### config.mk
export PLATFORM = sky130hd
export DESIGN_NAME = bp_fe_pred_update_sched
export DESIGN_NICKNAME = d
export VERILOG_FILES = /design/src/rtl/bp_fe_pred_update_sched.sv
export SDC_FILE = /design/constraint.sdc
export NUM_CORES = 1
export LEC_CHECK = 0
export ABC_CLOCK_PERIOD_IN_PS = 1600
export CAP_MARGIN = 40
export CORE_ASPECT_RATIO = 0.75
export CORE_MARGIN = 5
export CORE_UTILIZATION = 36
export DETAILED_ROUTE_END_ITERATION = 8
export PLACE_DENSITY = 0.77
export SLEW_MARGIN = 20
export SYNTH_ARGS = -nofsm -noshare
export SYNTH_HDL_FRONTEND = slang
export SYNTH_SLANG_ARGS = --single-unit
### constraint.sdc
create_clock -name clk_i -period 1.6 [get_ports clk_i]
set_input_delay 0.16 -clock clk_i [delete_from_list [all_inputs] [get_ports clk_i]]
set_output_delay 0.16 -clock clk_i [all_outputs]
set_load 0.01 [all_outputs]
### src/rtl/bp_fe_pred_update_sched.sv
// bp_fe_pred_update_sched
//   Owns the front-end BHT and BTB write ports. After reset it walks both tables writing
//   their reset value, holding fetch off (ready_o=0) until the walk is done. In run mode it
//   arbitrates the single BHT write port between backend redirects (mispredicts, zero
//   latency) and a small FIFO of attaboys (correct resolutions), and forwards BTB updates.
// Ports
//   clk_i, reset_n_i                       clock, asynchronous active-low reset
//   redirect_*_i                           backend redirect (single-cycle, never stalled)
//   attaboy_v_i, attaboy_bht_idx_i         attaboy request; attaboy_yumi_o accepts it
//   bht_w_*_o                              BHT write port
//   btb_w_*_o                              BTB write port
//   ready_o                                tables initialised, fetch may read
module bp_fe_pred_update_sched #(
  parameter int unsigned vaddr_width_p   = 39,
  parameter int unsigned bht_idx_width_p = 9,
  parameter int unsigned btb_idx_width_p = 6,
  parameter int unsigned btb_tag_width_p = 10,
  parameter int unsigned attaboy_els_p   = 4
) (
  input  logic                       clk_i,
  input  logic                       reset_n_i,
  input  logic                       redirect_v_i,
  input  logic                       redirect_br_i,
  input  logic [bht_idx_width_p-1:0] redirect_bht_idx_i,
  input  logic                       redirect_btb_w_i,
  input  logic                       redirect_btb_clr_i,
  input  logic                       redirect_btb_jmp_i,
  input  logic [btb_idx_width_p-1:0] redirect_btb_idx_i,
  input  logic [btb_tag_width_p-1:0] redirect_btb_tag_i,
  input  logic [vaddr_width_p-1:0]   redirect_tgt_i,
  input  logic                       attaboy_v_i,
  input  logic [bht_idx_width_p-1:0] attaboy_bht_idx_i,
  output logic                       attaboy_yumi_o,
  output logic                       bht_w_v_o,
  output logic [bht_idx_width_p-1:0] bht_w_idx_o,
  output logic                       bht_w_clr_o,
  output logic                       bht_w_correct_o,
  output logic                       btb_w_v_o,
  output logic                       btb_w_clr_o,
  output logic                       btb_w_jmp_o,
  output logic [btb_idx_width_p-1:0] btb_w_idx_o,
  output logic [btb_tag_width_p-1:0] btb_w_tag_o,
  output logic [vaddr_width_p-1:0]   btb_w_tgt_o,
  output logic                       ready_o
);

  localparam int unsigned CntW = (bht_idx_width_p > btb_idx_width_p) ? bht_idx_width_p
                                                                     : btb_idx_width_p;
  localparam int unsigned PtrW       = $clog2(attaboy_els_p);
  localparam int unsigned BhtEntries = 1 << bht_idx_width_p;
  localparam int unsigned BtbEntries = 1 << btb_idx_width_p;

  typedef enum logic [1:0] {StIdle, StClear, StRun} state_e;

  state_e            state_q, state_d;
  logic [CntW-1:0]   cnt_q, cnt_d;

  // Pointers carry an extra MSB so full and empty are distinguishable.
  logic [PtrW:0]     wptr_q, wptr_d, rptr_q, rptr_d;
  logic [bht_idx_width_p-1:0] mem_q [attaboy_els_p];

  logic run, empty, full, redir_bht, enq, deq, clr_bht, clr_btb;
  logic [bht_idx_width_p-1:0] head;

  assign run       = (state_q == StRun);
  assign empty     = (wptr_q == rptr_q);
  assign full      = (wptr_q[PtrW] != rptr_q[PtrW]) &&
                     (wptr_q[PtrW-1:0] == rptr_q[PtrW-1:0]);
  assign redir_bht = redirect_v_i & redirect_br_i;
  // full is registered: a slot freed by this cycle's dequeue is not reusable until next cycle.
  assign enq       = run & attaboy_v_i & ~full;
  // A redirect owns the BHT port; the blocked head simply waits.
  assign deq       = run & ~empty & ~redir_bht;
  assign head      = mem_q[rptr_q[PtrW-1:0]];
  assign clr_bht   = (32'(cnt_q) < BhtEntries);
  assign clr_btb   = (32'(cnt_q) < BtbEntries);

  always_comb begin
    state_d = state_q;
    cnt_d   = cnt_q;
    wptr_d  = wptr_q;
    rptr_d  = rptr_q;
    unique case (state_q)
      StIdle: begin
        state_d = StClear;
        cnt_d   = '0;
      end
      StClear: begin
        cnt_d = cnt_q + 1'b1;
        if (&cnt_q) state_d = StRun;
      end
      StRun: begin
        if (enq) wptr_d = wptr_q + 1'b1;
        if (deq) rptr_d = rptr_q + 1'b1;
      end
      default: state_d = StIdle;
    endcase
  end

  always_ff @(posedge clk_i or negedge reset_n_i) begin
    if (!reset_n_i) begin
      state_q <= StIdle;
      cnt_q   <= '0;
      wptr_q  <= '0;
      rptr_q  <= '0;
    end else begin
      state_q <= state_d;
      cnt_q   <= cnt_d;
      wptr_q  <= wptr_d;
      rptr_q  <= rptr_d;
    end
  end

  // Queue storage needs no reset; validity is tracked by the pointers.
  always_ff @(posedge clk_i) begin
    if (enq) mem_q[wptr_q[PtrW-1:0]] <= attaboy_bht_idx_i;
  end

  always_comb begin
    attaboy_yumi_o  = 1'b0;
    bht_w_v_o       = 1'b0;
    bht_w_idx_o     = '0;
    bht_w_clr_o     = 1'b0;
    bht_w_correct_o = 1'b0;
    btb_w_v_o       = 1'b0;
    btb_w_clr_o     = 1'b0;
    btb_w_jmp_o     = 1'b0;
    btb_w_idx_o     = '0;
    btb_w_tag_o     = '0;
    btb_w_tgt_o     = '0;
    ready_o         = 1'b0;
    unique case (state_q)
      StClear: begin
        bht_w_v_o   = clr_bht;
        bht_w_clr_o = clr_bht;
        if (clr_bht) bht_w_idx_o = cnt_q[bht_idx_width_p-1:0];
        btb_w_v_o   = clr_btb;
        btb_w_clr_o = clr_btb;
        if (clr_btb) btb_w_idx_o = cnt_q[btb_idx_width_p-1:0];
      end
      StRun: begin
        ready_o        = 1'b1;
        attaboy_yumi_o = enq;
        if (redir_bht) begin
          bht_w_v_o   = 1'b1;
          bht_w_idx_o = redirect_bht_idx_i;
        end else if (!empty) begin
          bht_w_v_o       = 1'b1;
          bht_w_idx_o     = head;
          bht_w_correct_o = 1'b1;
        end
        btb_w_v_o   = redirect_v_i & redirect_btb_w_i;
        btb_w_clr_o = redirect_btb_clr_i;
        btb_w_jmp_o = redirect_btb_jmp_i;
        btb_w_idx_o = redirect_btb_idx_i;
        btb_w_tag_o = redirect_btb_tag_i;
        btb_w_tgt_o = redirect_tgt_i;
      end
      default: ;
    endcase
  end

endmodule

==> run metrics <==
r2r setup slk -0.47 ns; Fillers 480; VDD IR-drop max 0.4964 mV; CTS tree done; CTS H-Tree Depth 2; post-synthesis instance total 245; vias 2923; slowest cell on the critical path dfrtp_1; # diodes 0; height of the chip 88.39 microns; Maximum Capacitance Violations 0; crit end category output port; cell area after layout 5904 sq um; max-slew violation count 0; DP Worst Slack -0.6069 ns; top post-synthesis cells by area edfxtp_1 37%, dfrtp_1 14%, and2_1 12%; total track usage 0.2019; share of cells above drive strength 1 0.5687; Synth-to-Final Area Change 100.2%; Final setup viols 111; nets 563; Crit path required time 1.44 ns; Num Clock Sinks 53; DR iter-0 viols 196; power per cell area 423.1 nW/um^2; count of cell types in the netlist 34; Inserted Clock Buffers 5; area of the mapped netlist 2949 sq um; grt total ovfl 0; Starting Density 0.3708; dominant synthesized flop cell edfxtp_1; worst-margin pin slew 0.3169 ns; RSZ-0062 raised after global routing true; leakage 0.002568 uW; status finished with violations; slowest stage delay, CP 0.41 ns; Post-synth ARST share 0.3208; Placed Cells 527; Routed WL 12310 microns; Seq pwr share 0.586; Cell Area, Placed 4868 sq um; first-pass GRT wire length 15770 microns; initial antenna violation count 0; DRC Markers 0; Yosys Warn Count 0; Final Critical Period 2.103 ns; post-synthesis sequential area ratio 0.5108; Tcrit/Tclk final 1.314; Synth Net Count 336; area leader, netlist edfxtp_1; failing checks negative setup slack; clock slew seen by the registers of the worst setup and hold paths 0.10 ns; combinational fraction of design power 0.093; core outline area 7953 sq um; hold buffer count at CTS 0; HPWL after DPL 7439 microns; Worst R2R Start state_q[0]; Net Sw Frac 0.2134; relative slew slack 0.7888; skew final 0.007598 ns; largest net degree at the start of global routing 26; vias in the first global route 2857; Die W 114.5 microns; I/O Buffers 152; hold slack 0.1791 ns; crit start category flop; die area 10120 sq um; EDFF count, synth 36; row count 28; Max Root-Sink Buffers 2; crit-path max FO 4; placer congestion estimate 0.8512; Worst Path Arrival 1.94 ns; register bit count reported by yosys 53; class of the worst hold path in2async; number of I/O pins 153; Setup CP Type reg2out; Final Non-Filler Cells 578; CP Cell Sequence inv_2 > ha_4 > a21bo_4 > a31oi_4 > buf_6 > a222oi_1 > nor2b_1 > buf_2; Sw Pwr 533.2 uW; Final Core Density 0.7424; R2R depth 11; DR vias/cell 5.057; Yosys top cell area share 0.3666; Reg2Reg Capture Point mem_q[1][5]; Clock Power Share 0.321; WL/cell 21.29 microns; Final ANT Viol Nets 0; Root Driver clkbuf_8; Clk Latency, worst-skew pair 0.31 ns; fmax 475.6 MHz; Int Power 1965 uW; Mapped Avg Cell Area 12.04 sq um; Final Worst Setup Slack -0.5028 ns; final hold vios 0; Pre-antenna DRT Iters 4
-- worst max-delay path by stage --
stage                       from             end  slack (ns)  depth (start not counted)
global placement    redirect_v_i  bht_w_idx_o[3]       -0.56                          7
floorplan              rptr_q[0]  bht_w_idx_o[2]       -0.01                          5
detailed placement     rptr_q[0]  bht_w_idx_o[6]       -0.61                          5
global route           rptr_q[0]  bht_w_idx_o[8]       -0.62                          5
CTS                    rptr_q[0]  bht_w_idx_o[1]       -0.50                          5
finish                state_q[0]  bht_w_idx_o[0]       -0.50                          8
-- state kept, by name, indices dropped and copies added, names as in the netlist --
register,cells
mem_q,36
cnt_q,9
rptr_q,3
wptr_q,3
state_q,2
-- final cells by class --
cell class                      count  area [sq um]  share of cell area
Inverter                            5         21.27            0.003602
Clock buffer                        5         68.82             0.01166
Clock inverter                      3         28.78            0.004874
Timing Repair Buffer              232          2384              0.4037
Tap cell                          105         131.4             0.02225
Sequential cell                    53          1509              0.2556
Multi-Input combinational cell    175          1762              0.2984
-- power groups by stage --
stage | combinational, uW | clock [uW] | sequential (uW)
floorplan | 0.341 | 0 | 1500
global placement | 211 | 0 | 1490
detailed placement | 215 | 0 | 1490
CTS | 220 | 816 | 1460
global route | 244 | 885 | 1460
finish | 232 | 802 | 1460
-- metrics by stage --
stage                TNS, ns  total power (uW)
floorplan           -0.05760              1496
global placement      -27.64              1706
detailed placement    -30.68              1710
CTS                   -26.80              2500
global route          -44.70              2593
finish                -37.72              2498
-- cell families (layout without fill, tap and decap cells) --
logic type | after synthesis | in the layout | synth area share
fa+ha+maj | 10 | 10 | 0.04243
mux | 13 | 13 | 0.08400
simple gates | 102 | 106 | 0.2024
flops | 53 | 53 | 0.5108
buf+inv | 21 | 245 | 0.03267
xor+xnor | 12 | 12 | 0.03564
compound gates | 34 | 34 | 0.09207
-- cell usage in the layout (no fill, tap or decap), types with 2 or more instances in the layout --
cell and n:
a222oi_1 9, buf_4 37, xor2_1 5, a22oi_2 3
ha_1 5, buf_6 89, dfrtp_2 2, dfrtp_1 15
nor2b_4 6, and3_1 2, inv_2 2, o21ai_0 5
xnor2_1 4, clkbuf_8 5, a32oi_2 2, inv_1 2
mux2i_1 3, nand3_2 2, mux4_2 9, ha_2 2
xnor2_2 2, ha_4 3, and2_4 58, o21ai_1 2
nand2_1 9, nand2_2 3, clkdlybuf4s50_1 80, buf_2 13
buf_12 2, a31oi_4 2, edfxtp_1 36, nand2b_1 7
buf_8 6, nor2b_1 11, clkbuf_16 3
-- timing repair --
action / CTS / global route
setup buffers: 22 / 21
gates cloned: 8 / 4
resized for setup: 373 / 140
endpoints found under the setup margin: 113 / 118
pin swaps: 20 / 14
-- critical path: cells and delay by family (launching register included) --
| family | cells | cell delay, ns |
|---|---|---|
| DFF | 1 | 0.41 |
| buffers and inverters | 3 | 0.38 |
| AOI/OAI and AO/OA | 3 | 0.53 |
| and+or+nand+nor | 1 | 0.15 |
| adders and majority gates | 1 | 0.15 |
-- synth_stat cells, drive strengths merged (2+ instances only) --
cell and instances:
xor2 5, a21oi 3, a31oi 3, xnor2 7, and3 2, mux4 9
o21ai 9, clkbuf 12, ha 10, dfrtp 17, buf 4, inv 5
edfxtp 36, a32oi 2, and2 55, a222oi 9, nand3 3, nor2 2
nand2 13, a22oi 4, nor2b 17, mux2i 3, nand2b 7
-- per-layer routing --
| metal | track usage | share of wire | vias up |
|---|---|---|---|
| met4 | 0.03883 | 0.033 | 0 |
| met5 | 0 | 0 | - |
| met1 | 0.2431 | 0.37 | 1440 |
| met2 | 0.3650 | 0.53 | 118 |
| met3 | 0.05810 | 0.070 | 28 |
| li1 | - | - | 1337 |
(Power assumes the default switching activity.)
